--- config.mk ---
export PLATFORM = sky130hd
export DESIGN_NAME = mode_switch_ctrl_flat
export DESIGN_NICKNAME = d
export VERILOG_FILES = /design/src/rtl/mode_switch_ctrl_if.sv /design/src/rtl/mode_switch_ctrl.sv /design/src/flat_wrapper.sv
export SDC_FILE = /design/constraint.sdc
export NUM_CORES = 1
export LEC_CHECK = 0
export BUFFER_PORTS_ARGS = -buffer_cell sky130_fd_sc_hd__buf_2
export CAP_MARGIN = 5
export CORE_UTILIZATION = 48
export DETAILED_ROUTE_END_ITERATION = 12
export GPL_ROUTABILITY_DRIVEN = 0
export GPL_TIMING_DRIVEN = 0
export PLACE_DENSITY = 0.86
export SLEW_MARGIN = 25
export SYNTH_ARGS = -nofsm -noshare
export SYNTH_HDL_FRONTEND = slang
export SYNTH_SLANG_ARGS = --single-unit
--- constraint.sdc ---
create_clock -name clk -period 3.75 [get_ports clk]
set_clock_uncertainty 0.2 [all_clocks]
set_input_delay 0.75 -clock clk [delete_from_list [all_inputs] [get_ports clk]]
set_output_delay 0.75 -clock clk [all_outputs]
set_load 0.005 [all_outputs]
--- src/rtl/mode_switch_ctrl_if.sv ---
// Bundle between the play-mode engines and the shared buzzer/LED/7-seg outputs.
// Latency: none, this is wiring only.
// Backpressure: none; the outputs are level signals and are held until they change.
interface mode_switch_ctrl_if #(
  parameter int NUM_SRC = 3,
  parameter int NOTE_W  = 4,
  parameter int LED_W   = 7,
  parameter int NUM_W   = 4
);
  localparam int SRC_W = $clog2(NUM_SRC);

  // engine side: mode select, button and packed engine outputs
  logic [NUM_SRC-1:0]        mode;
  logic                      start;
  logic [NUM_SRC*NOTE_W-1:0] src_note;
  logic [NUM_SRC*2-1:0]      src_octave;
  logic [NUM_SRC*LED_W-1:0]  src_led;
  logic [NUM_SRC*NUM_W-1:0]  src_num;

  // driver side: the selected engine plus status flags
  logic [NOTE_W-1:0]         note_out;
  logic [1:0]                octave_out;
  logic [LED_W-1:0]          led_out;
  logic [NUM_W-1:0]          num_out;
  logic                      play_state;
  logic [SRC_W-1:0]          active_src;
  logic                      switching;
  logic                      mode_err;

  modport master (
    output mode, start, src_note, src_octave, src_led, src_num,
    input  note_out, octave_out, led_out, num_out,
           play_state, active_src, switching, mode_err
  );

  modport slave (
    input  mode, start, src_note, src_octave, src_led, src_num,
    output note_out, octave_out, led_out, num_out,
           play_state, active_src, switching, mode_err
  );
endinterface

--- src/rtl/mode_switch_ctrl.sv ---
// Picks one play-mode engine by one-hot mode and registers its note/octave/LED/number outputs.
// Latency: 1 cycle from src_* in ACTIVE; a mode change mutes the outputs for MUTE_CYCLES+1 cycles.
// Backpressure: none; the outputs are level signals, and invalid modes force all data to zero.
module mode_switch_ctrl #(
  parameter int NUM_SRC     = 3,
  parameter int NOTE_W      = 4,
  parameter int LED_W       = 7,
  parameter int NUM_W       = 4,
  parameter int MUTE_CYCLES = 4
) (
  input  logic               clk,
  input  logic               reset,
  mode_switch_ctrl_if.slave  bus
);
  localparam int SRC_W = $clog2(NUM_SRC);
  localparam int CNT_W = $clog2(MUTE_CYCLES + 1);

  typedef enum logic [1:0] {
    ST_INVALID = 2'd0,
    ST_MUTE    = 2'd1,
    ST_ACTIVE  = 2'd2
  } state_t;

  state_t             state, state_nxt;
  logic [CNT_W-1:0]   mute_cnt, mute_cnt_nxt;
  logic [NUM_SRC-1:0] mode_q;
  logic               start_q;

  logic [NUM_SRC-1:0] mode_m1;
  logic               valid, changed, rise;
  logic [SRC_W-1:0]   idx;

  logic [NOTE_W-1:0]  note_nxt;
  logic [1:0]         octave_nxt;
  logic [LED_W-1:0]   led_nxt;
  logic [NUM_W-1:0]   num_nxt;
  logic               play_nxt, switching_nxt, mode_err_nxt;
  logic [SRC_W-1:0]   active_nxt;

  // a one-hot code is non-zero with no second bit set
  assign mode_m1 = bus.mode - NUM_SRC'(1);
  assign valid   = (bus.mode != '0) && ((bus.mode & mode_m1) == '0);
  assign changed = (bus.mode != mode_q);
  assign rise    = bus.start & ~start_q;

  // convert the one-hot mode to an engine index (only meaningful when valid)
  always_comb begin
    idx = '0;
    for (int i = 0; i < NUM_SRC; i++) begin
      if (bus.mode[i]) idx = SRC_W'(i);
    end
  end

  // state register and mute counter
  always_ff @(posedge clk) begin
    if (reset) begin
      state    <= ST_INVALID;
      mute_cnt <= '0;
    end else begin
      state    <= state_nxt;
      mute_cnt <= mute_cnt_nxt;
    end
  end

  // next state: invalid beats changed beats normal; a change reloads (never extends) the mute count
  always_comb begin
    state_nxt    = state;
    mute_cnt_nxt = mute_cnt;
    if (!valid) begin
      state_nxt = ST_INVALID;
    end else if (changed) begin
      state_nxt    = ST_MUTE;
      mute_cnt_nxt = CNT_W'(MUTE_CYCLES - 1);
    end else begin
      case (state)
        ST_MUTE: begin
          if (mute_cnt == '0) state_nxt = ST_ACTIVE;
          else                mute_cnt_nxt = mute_cnt - CNT_W'(1);
        end
        default: state_nxt = state;
      endcase
    end
  end

  // next output values; data is forwarded only in steady ACTIVE, and switching spans the whole muted window
  always_comb begin
    note_nxt      = '0;
    octave_nxt    = '0;
    led_nxt       = '0;
    num_nxt       = '0;
    play_nxt      = bus.play_state;
    active_nxt    = bus.active_src;
    switching_nxt = 1'b0;
    mode_err_nxt  = 1'b0;
    if (!valid) begin
      mode_err_nxt = 1'b1;
      play_nxt     = 1'b0;
    end else if (changed) begin
      active_nxt    = idx;
      play_nxt      = 1'b0;
      switching_nxt = 1'b1;
    end else begin
      case (state)
        ST_MUTE: switching_nxt = 1'b1;
        ST_ACTIVE: begin
          note_nxt   = bus.src_note[bus.active_src*NOTE_W +: NOTE_W];
          octave_nxt = bus.src_octave[bus.active_src*2 +: 2];
          led_nxt    = bus.src_led[bus.active_src*LED_W +: LED_W];
          num_nxt    = bus.src_num[bus.active_src*NUM_W +: NUM_W];
          play_nxt   = bus.play_state ^ rise;
        end
        default: begin
          mode_err_nxt = 1'b1;
          play_nxt     = 1'b0;
        end
      endcase
    end
  end

  // registered outputs
  always_ff @(posedge clk) begin
    if (reset) begin
      bus.note_out   <= '0;
      bus.octave_out <= '0;
      bus.led_out    <= '0;
      bus.num_out    <= '0;
      bus.play_state <= 1'b0;
      bus.active_src <= '0;
      bus.switching  <= 1'b0;
      bus.mode_err   <= 1'b0;
    end else begin
      bus.note_out   <= note_nxt;
      bus.octave_out <= octave_nxt;
      bus.led_out    <= led_nxt;
      bus.num_out    <= num_nxt;
      bus.play_state <= play_nxt;
      bus.active_src <= active_nxt;
      bus.switching  <= switching_nxt;
      bus.mode_err   <= mode_err_nxt;
    end
  end

  // input history for change and rising-edge detection; cleared mode makes the first valid mode a change
  always_ff @(posedge clk) begin
    if (reset) begin
      mode_q  <= '0;
      start_q <= 1'b0;
    end else begin
      mode_q  <= bus.mode;
      start_q <= bus.start;
    end
  end
endmodule

--- src/flat_wrapper.sv ---
// flat-port wrapper written by rule: the top's interface ports become plain ports
module mode_switch_ctrl_flat 
#(
  parameter int NUM_SRC     = 3,
  parameter int NOTE_W      = 4,
  parameter int LED_W       = 7,
  parameter int NUM_W       = 4,
  parameter int MUTE_CYCLES = 4
)
  (clk, reset, bus_mode, bus_start, bus_src_note, bus_src_octave, bus_src_led, bus_src_num, bus_note_out, bus_octave_out, bus_led_out, bus_num_out, bus_play_state, bus_active_src, bus_switching, bus_mode_err);
  mode_switch_ctrl_if #(.NUM_SRC(NUM_SRC), .NOTE_W(NOTE_W), .LED_W(LED_W), .NUM_W(NUM_W)) bus_i ();
  input  logic clk;
  input  logic reset;
  input wire logic [$bits(bus_i.mode)-1:0] bus_mode;
  input wire logic [$bits(bus_i.start)-1:0] bus_start;
  input wire logic [$bits(bus_i.src_note)-1:0] bus_src_note;
  input wire logic [$bits(bus_i.src_octave)-1:0] bus_src_octave;
  input wire logic [$bits(bus_i.src_led)-1:0] bus_src_led;
  input wire logic [$bits(bus_i.src_num)-1:0] bus_src_num;
  output wire logic [$bits(bus_i.note_out)-1:0] bus_note_out;
  output wire logic [$bits(bus_i.octave_out)-1:0] bus_octave_out;
  output wire logic [$bits(bus_i.led_out)-1:0] bus_led_out;
  output wire logic [$bits(bus_i.num_out)-1:0] bus_num_out;
  output wire logic [$bits(bus_i.play_state)-1:0] bus_play_state;
  output wire logic [$bits(bus_i.active_src)-1:0] bus_active_src;
  output wire logic [$bits(bus_i.switching)-1:0] bus_switching;
  output wire logic [$bits(bus_i.mode_err)-1:0] bus_mode_err;
  assign bus_i.mode = bus_mode;
  assign bus_i.start = bus_start;
  assign bus_i.src_note = bus_src_note;
  assign bus_i.src_octave = bus_src_octave;
  assign bus_i.src_led = bus_src_led;
  assign bus_i.src_num = bus_src_num;
  assign bus_note_out = bus_i.note_out;
  assign bus_octave_out = bus_i.octave_out;
  assign bus_led_out = bus_i.led_out;
  assign bus_num_out = bus_i.num_out;
  assign bus_play_state = bus_i.play_state;
  assign bus_active_src = bus_i.active_src;
  assign bus_switching = bus_i.switching;
  assign bus_mode_err = bus_i.mode_err;
  mode_switch_ctrl #(.NUM_SRC(NUM_SRC), .NOTE_W(NOTE_W), .LED_W(LED_W), .NUM_W(NUM_W), .MUTE_CYCLES(MUTE_CYCLES)) u_core (.clk(clk), .reset(reset), .bus(bus_i));
endmodule
# Word-level counts from Yosys, hierarchy flattened
# Index checks and enable logic that the tools add are counted.
[word_totals] output_inout_bits=22 ff_bits=31
[classes] n_addsub=2 n_eq_ne=4 shift=4 n_reduce_logical=14 n_bitwise=6 mul=1 muxes=14
[ops] operator="12-bit by 5-bit variable part select with 4-bit output" n=2
[ops] operator="21-bit by 6-bit variable part select with 7-bit output" n=1
[ops] operator="1-bit two-way mux" n=9
[ops] operator="3-bit two-way mux" n=3
[ops] operator="3-bit logical NOT" n=2
[ops] operator="2-bit AND reduction" n=3
[ops] operator="6-bit by 4-bit variable part select with 2-bit output" n=1
[ops] operator="3-bit by 1-bit subtractor with 3-bit output (second input constant)" n=2
[ops] operator="2-bit by 3-bit multiplier with 5-bit output (second input constant)" n=1
[ops] operator="2-bit nonzero test" n=2
[ops] operator="2-bit OR reduction" n=2
[ops] operator="4-bit OR reduction" n=1
[ops] operator="3-bit bitwise AND" n=1
[ops] operator="3-bit inequality test" n=1
[ops] operator="1-bit inverter" n=3
[ops] operator="3-bit AND reduction" n=1
[ops] operator="3-bit nonzero test" n=1
[ops] operator="3-bit OR reduction" n=1
[ops] operator="2-bit by 1-bit == test with 1-bit output (second input constant)" n=1
[ops] operator="2-bit == test (second input constant)" n=1
[ops] operator="2-bit two-way mux" n=1
[ops] operator="2-bit by 1-bit inequality test with 1-bit output (second input constant)" n=1
[ops] operator="1-bit one-hot mux with 2 select lines" n=1
[ops] operator="1-bit bitwise AND" n=1
[ops] operator="other kinds (2)" n=2

# Logic depth before layout (Yosys ltp)
[depth] ltp_word=6 mapped_depth=6

# Worst setup path before layout
# OpenSTA, ideal clock, no wires.
[synth_path] path_type="input to register" start="input bus_mode[0]" end="register u_core.bus.active_src[1] in the netlist's numbering" slack_ns=1.520 t_arrival_ns=1.909 cell_stages=4 n_path_buf=1 t_required_ns=3.429 path_cell_list="buf_4 o21a_2 nor4b_4 mux2_4"
[synth_via] elab_chain_cells=5 elab_cells_between_ends=7 cone_classes="1 x add/sub; 1 x eq/ne; 1 x bitwise; 4 x reduce/logical"
[synth_rtl] element="from (decl)" line_no="flat_wrapper.sv:14" source="input wire logic [$bits(bus_i.mode)-1:0] bus_mode;"
[synth_rtl] element="3-bit by 1-bit subtractor with 3-bit output" line_no="mode_switch_ctrl.sv:41" source="assign mode_m1 = bus.mode - NUM_SRC'(1);"
[synth_rtl] element="3-bit bitwise AND" line_no="mode_switch_ctrl.sv:42" source="assign valid = (bus.mode != '0) && ((bus.mode & mode_m1) == '0);"
[synth_rtl] element="3-bit logical NOT" line_no="mode_switch_ctrl.sv:42"
[synth_rtl] element="1-bit logical AND" line_no="mode_switch_ctrl.sv:42"
[synth_rtl] element="2-bit AND reduction (no source line) *"
[synth_rtl] element="to (signal assigned)" line_no="mode_switch_ctrl.sv:137" source="bus.active_src <= active_nxt;"
[synth_rtl] element="to (decl)" line_no="mode_switch_ctrl_if.sv:39" source="play_state, active_src, switching, mode_err"
# Mark *: on every way between the ends. The rest lies on a longest branch, timed or not.
# A chain may end at the register's enable or synchronous reset.

# Worst setup path after layout
[layout_path] start="input bus_mode[0]" end="register u_core.bus.led_out[1]"
[layout_via] elab_chain_cells=6 elab_cells_between_ends=8 cone_classes="1 x add/sub; 1 x eq/ne; 2 x bitwise; 4 x reduce/logical"
[layout_rtl] element="3-bit by 1-bit subtractor with 3-bit output" line_no="mode_switch_ctrl.sv:41"
[layout_rtl] element="3-bit bitwise AND" line_no="mode_switch_ctrl.sv:42"
[layout_rtl] element="3-bit logical NOT" line_no="mode_switch_ctrl.sv:42"
[layout_rtl] element="1-bit logical AND" line_no="mode_switch_ctrl.sv:42"
[layout_rtl] element="1-bit inverter (no source line)"
[layout_rtl] element="4-bit OR reduction (no source line) *"
[layout_rtl] element="to (signal assigned)" line_no="mode_switch_ctrl.sv:134" source="bus.led_out <= led_nxt;"
[layout_rtl] element="to (decl)" line_no="mode_switch_ctrl_if.sv:38" source="output note_out, octave_out, led_out, num_out,"
# Marked as above.

==> results.ini <==
[timing]
setup_viol = 0
hold_viol_final = 0
period_needed_ps = 2020
worst_pin_slew_ps = 511
setup_tns_ps = 0
hold_ws_ps = 288
drv_slew = 0
post-route-period-util = 0.540
rsz0062_at_grt = false
fmax_ghz = 0.494
max_slew_margin = 0.657

[detailed_routing]
wl_um = 3280
vias = 1415
first_pass_iters = 4
wl_per_cell_um = 11.2
drt_iter0_drc = 32
viasPerCell = 4.83
ant_nets = 0
drc = 0

[min_path]
hold_class = flip-flop to flip-flop
worstHoldEndpoint = u_core.state[1]$_SDFFE_PP0P_
min_from = u_core.state[1]$_SDFFE_PP0P_
hold_depth = 2

[worst_setup_path]
reg2reg_to = u_core.mute_cnt[0]$_SDFFE_PP0P_
worstPathCellList = buf_4, xor2_1, nor3_2, nand3_2, buf_4, nor2_1
cp_slowest_cell = nor3_2
crit_path_end_kind = flip-flop
max_stage_delay_ps = 470
critical_path_buf_inv_count = 2
worstSetupPathType = primary input to flip-flop
path_common_cell = buf_4
cpLargestDelayFamily = simple AND/OR/NAND/NOR gates
required_ps = 3810
cp-start-kind = primary input
arrival_ps = 2090
reg2reg_slack_ps = 1900
r2r_cells = 4
r2r-start = u_core.mode_q[1]$_SDFF_PP0_
path_max_fanout = 10

[logic_synthesis]
synth_area_leader_cell = dfxtp_1
syn-cell-area_mm2 = 0.00152
yosys.area_share.adder = 0.0329
synthMuxAreaShare = 0.129
synth-seq-area-share = 0.409
synth-main-ff-cell = dfxtp_1
ys_top_cells_by_area = dfxtp_1, mux2i_1, nor2_1, a21oi_1, ha_1
synth_warnings = 0
synth_nets = 227
ys_seq_elements = 31
ys_types = 33
synth_top_family_by_area = simple AND/OR/NAND/NOR gates
synthXorXnorAreaFrac = 0.0231
synth.most_common_cell = nor2_1
yosysTopAreaCellShare = 0.409
synth-compound-area-share = 0.152
syn_inst = 166
async_flop_share = 0
ys_top_cells_by_count = nor2_1, dfxtp_1, a21oi_1, mux2i_1, inv_1
synth_edf_count = 0
syn_area_per_cell_um2 = 9.15
yosys.area_share.simple = 0.201

[cts]
cts_tree = done
clkSinkCount = 31
ctsResizeCount = 0
postCtsSetupRepairBufs = 0
h-tree-depth = 2
hold_buffers = 0
cts_buffer_depth = 2
clk_pin_slew_ps = 100
cts-buffers-inserted = 5
clk_latency_ps = 320
cts-root-buf = clkbuf_4

[global_routing]
grt_use_total = 0.201
first_global_vias = 1190
grt_pass1_wl_um = 5040
antenna_found_initial = 0
grt_max_degree = 11
grt-ovfl-total = 0

[die]
die_y_um = 58.3
core.rowCount = 20
io_pins = 79
die_area_mm2 = 0.00339
die_w_um = 58.3
initial_utilization = 0.502
coreArea_mm2 = 0.00303

[power]
p_total_uw = 745
ir_worst_vdd_mv = 0.279
sw_frac_of_total = 0.246
p_clk_frac = 0.361
sequentialPowerShare = 0.461
p_switching_uw = 184
p_per_area_mw_per_mm2 = 366
p_int_uw = 562
pwr-share-comb = 0.177
leakage_nw = 0.977

[run_status]
status = complete, no violations

[place]
dp_hpwl_um = 2500
portBuffers = 75
dp_cells = 285

[layout]
area_growth_pct = 34.0
fin_cells = 293
multiInputGateArea_um2 = 816
seq_area_um2 = 621
drive_above_1_share = 0.398
diodes = 0
n_fill_cell = 268
nets = 309

[job]
maxCapViolations = 0

worst max path at each step:
stage	startpoint	to	slack, ps	depth (start not counted)
2_1_floorplan	bus_mode[0]	u_core.bus.active_src[1]$_SDFFE_PP0P_	1520	4
3_3_place_gp	bus_mode[0]	u_core.bus.led_out[1]$_SDFF_PP0_	1390	6
3_5_place_dp	bus_mode[0]	u_core.bus.active_src[1]$_SDFFE_PP0P_	1380	4
4_1_cts	bus_mode[0]	u_core.bus.active_src[1]$_SDFFE_PP0P_	1730	4
5_1_grt	bus_mode[0]	u_core.bus.led_out[0]$_SDFF_PP0_	1630	6
6_report	bus_mode[0]	u_core.bus.led_out[1]$_SDFF_PP0_	1730	6
sequential cells by signal, summed over array words and instances, names as in the netlist, 2 cells and up:
| signal | cells |
|---|---|
| u_core.mute_cnt | 3 |
| u_core.bus.num_out | 4 |
| u_core.bus.active_src | 2 |
| u_core.bus.led_out | 7 |
| u_core.bus.note_out | 4 |
| u_core.state | 2 |
| u_core.bus.octave_out | 2 |
| u_core.mode_q | 3 |
metrics by stage:
stage                     utilization  worst slack (ps)  area, um2
after global routing            0.672              1630       2040
after global placement          0.644              1390       1950
after detailed placement        0.644              1380       1950
after floorplan                     -              1520       1520
after CTS                       0.672              1730       2040
final                           0.672              1730       2040
power groups by stage:
stage / Clock, mW / Sequential [mW] / Combinational (mW)
2_1_floorplan: 0 / 0.350 / 0.0866
3_3_place_gp: 0 / 0.350 / 0.128
3_5_place_dp: 0 / 0.351 / 0.132
4_1_cts: 0.274 / 0.344 / 0.133
5_1_grt: 0.290 / 0.345 / 0.148
6_report: 0.269 / 0.344 / 0.132
kinds of logic after synthesis:
| kind of cell | count (synthesis) |
|---|---|
| buf+inv | 18 |
| flops | 31 |
| mux | 19 |
| compound gates | 31 |
| simple gates | 59 |
| xor+xnor | 4 |
| fa+ha+maj | 4 |
area by class of cell:
type,count,area share
multi-input cells,117,0.401
flip-flops and latches,31,0.305
repair buffers,75,0.184
well taps,44,0.0270
plain buffers,10,0.0258
clock buffers,6,0.0252
clock inverters,2,0.0172
inverters,8,0.0148
routing by layer:
metal / track usage / part of all wire / routed length [um] / vias up
li1: - / - / - / 729
met1: 0.207 / 0.41 / 1340 / 627
met2: 0.368 / 0.52 / 1700 / 54
met3: 0.0625 / 0.059 / 194 / 5
met4: 0.0918 / 0.013 / 44 / 0
met5: 0 / 0 / 0 / -
placed cells by master (no fill, tap or decap), types with 2 or more instances in the layout:
master / synthesis / final
clkbuf_1: 4 / 4
mux2i_1: 18 / 18
inv_1: 8 / 8
a21boi_0: 2 / 2
dfxtp_1: 31 / 31
nor2b_1: 5 / 5
a211oi_2: 2 / 2
nand2_1: 4 / 4
buf_2: 3 / 78
xor2_1: 3 / 3
nor3_1: 2 / 2
nand3_1: 4 / 4
nor2_1: 36 / 36
buf_4: 3 / 3
a21oi_1: 19 / 19
ha_1: 4 / 4
clkbuf_4: 0 / 5
o311a_1: 2 / 2
worst reg2reg max path: stages (launching register included):
cell and delay (ps):
dfxtp_1 410, or3b_1 380, a211oi_2 300, nor4b_4 120, o311a_1 340
No activity file was read; power rests on OpenSTA's default activity.
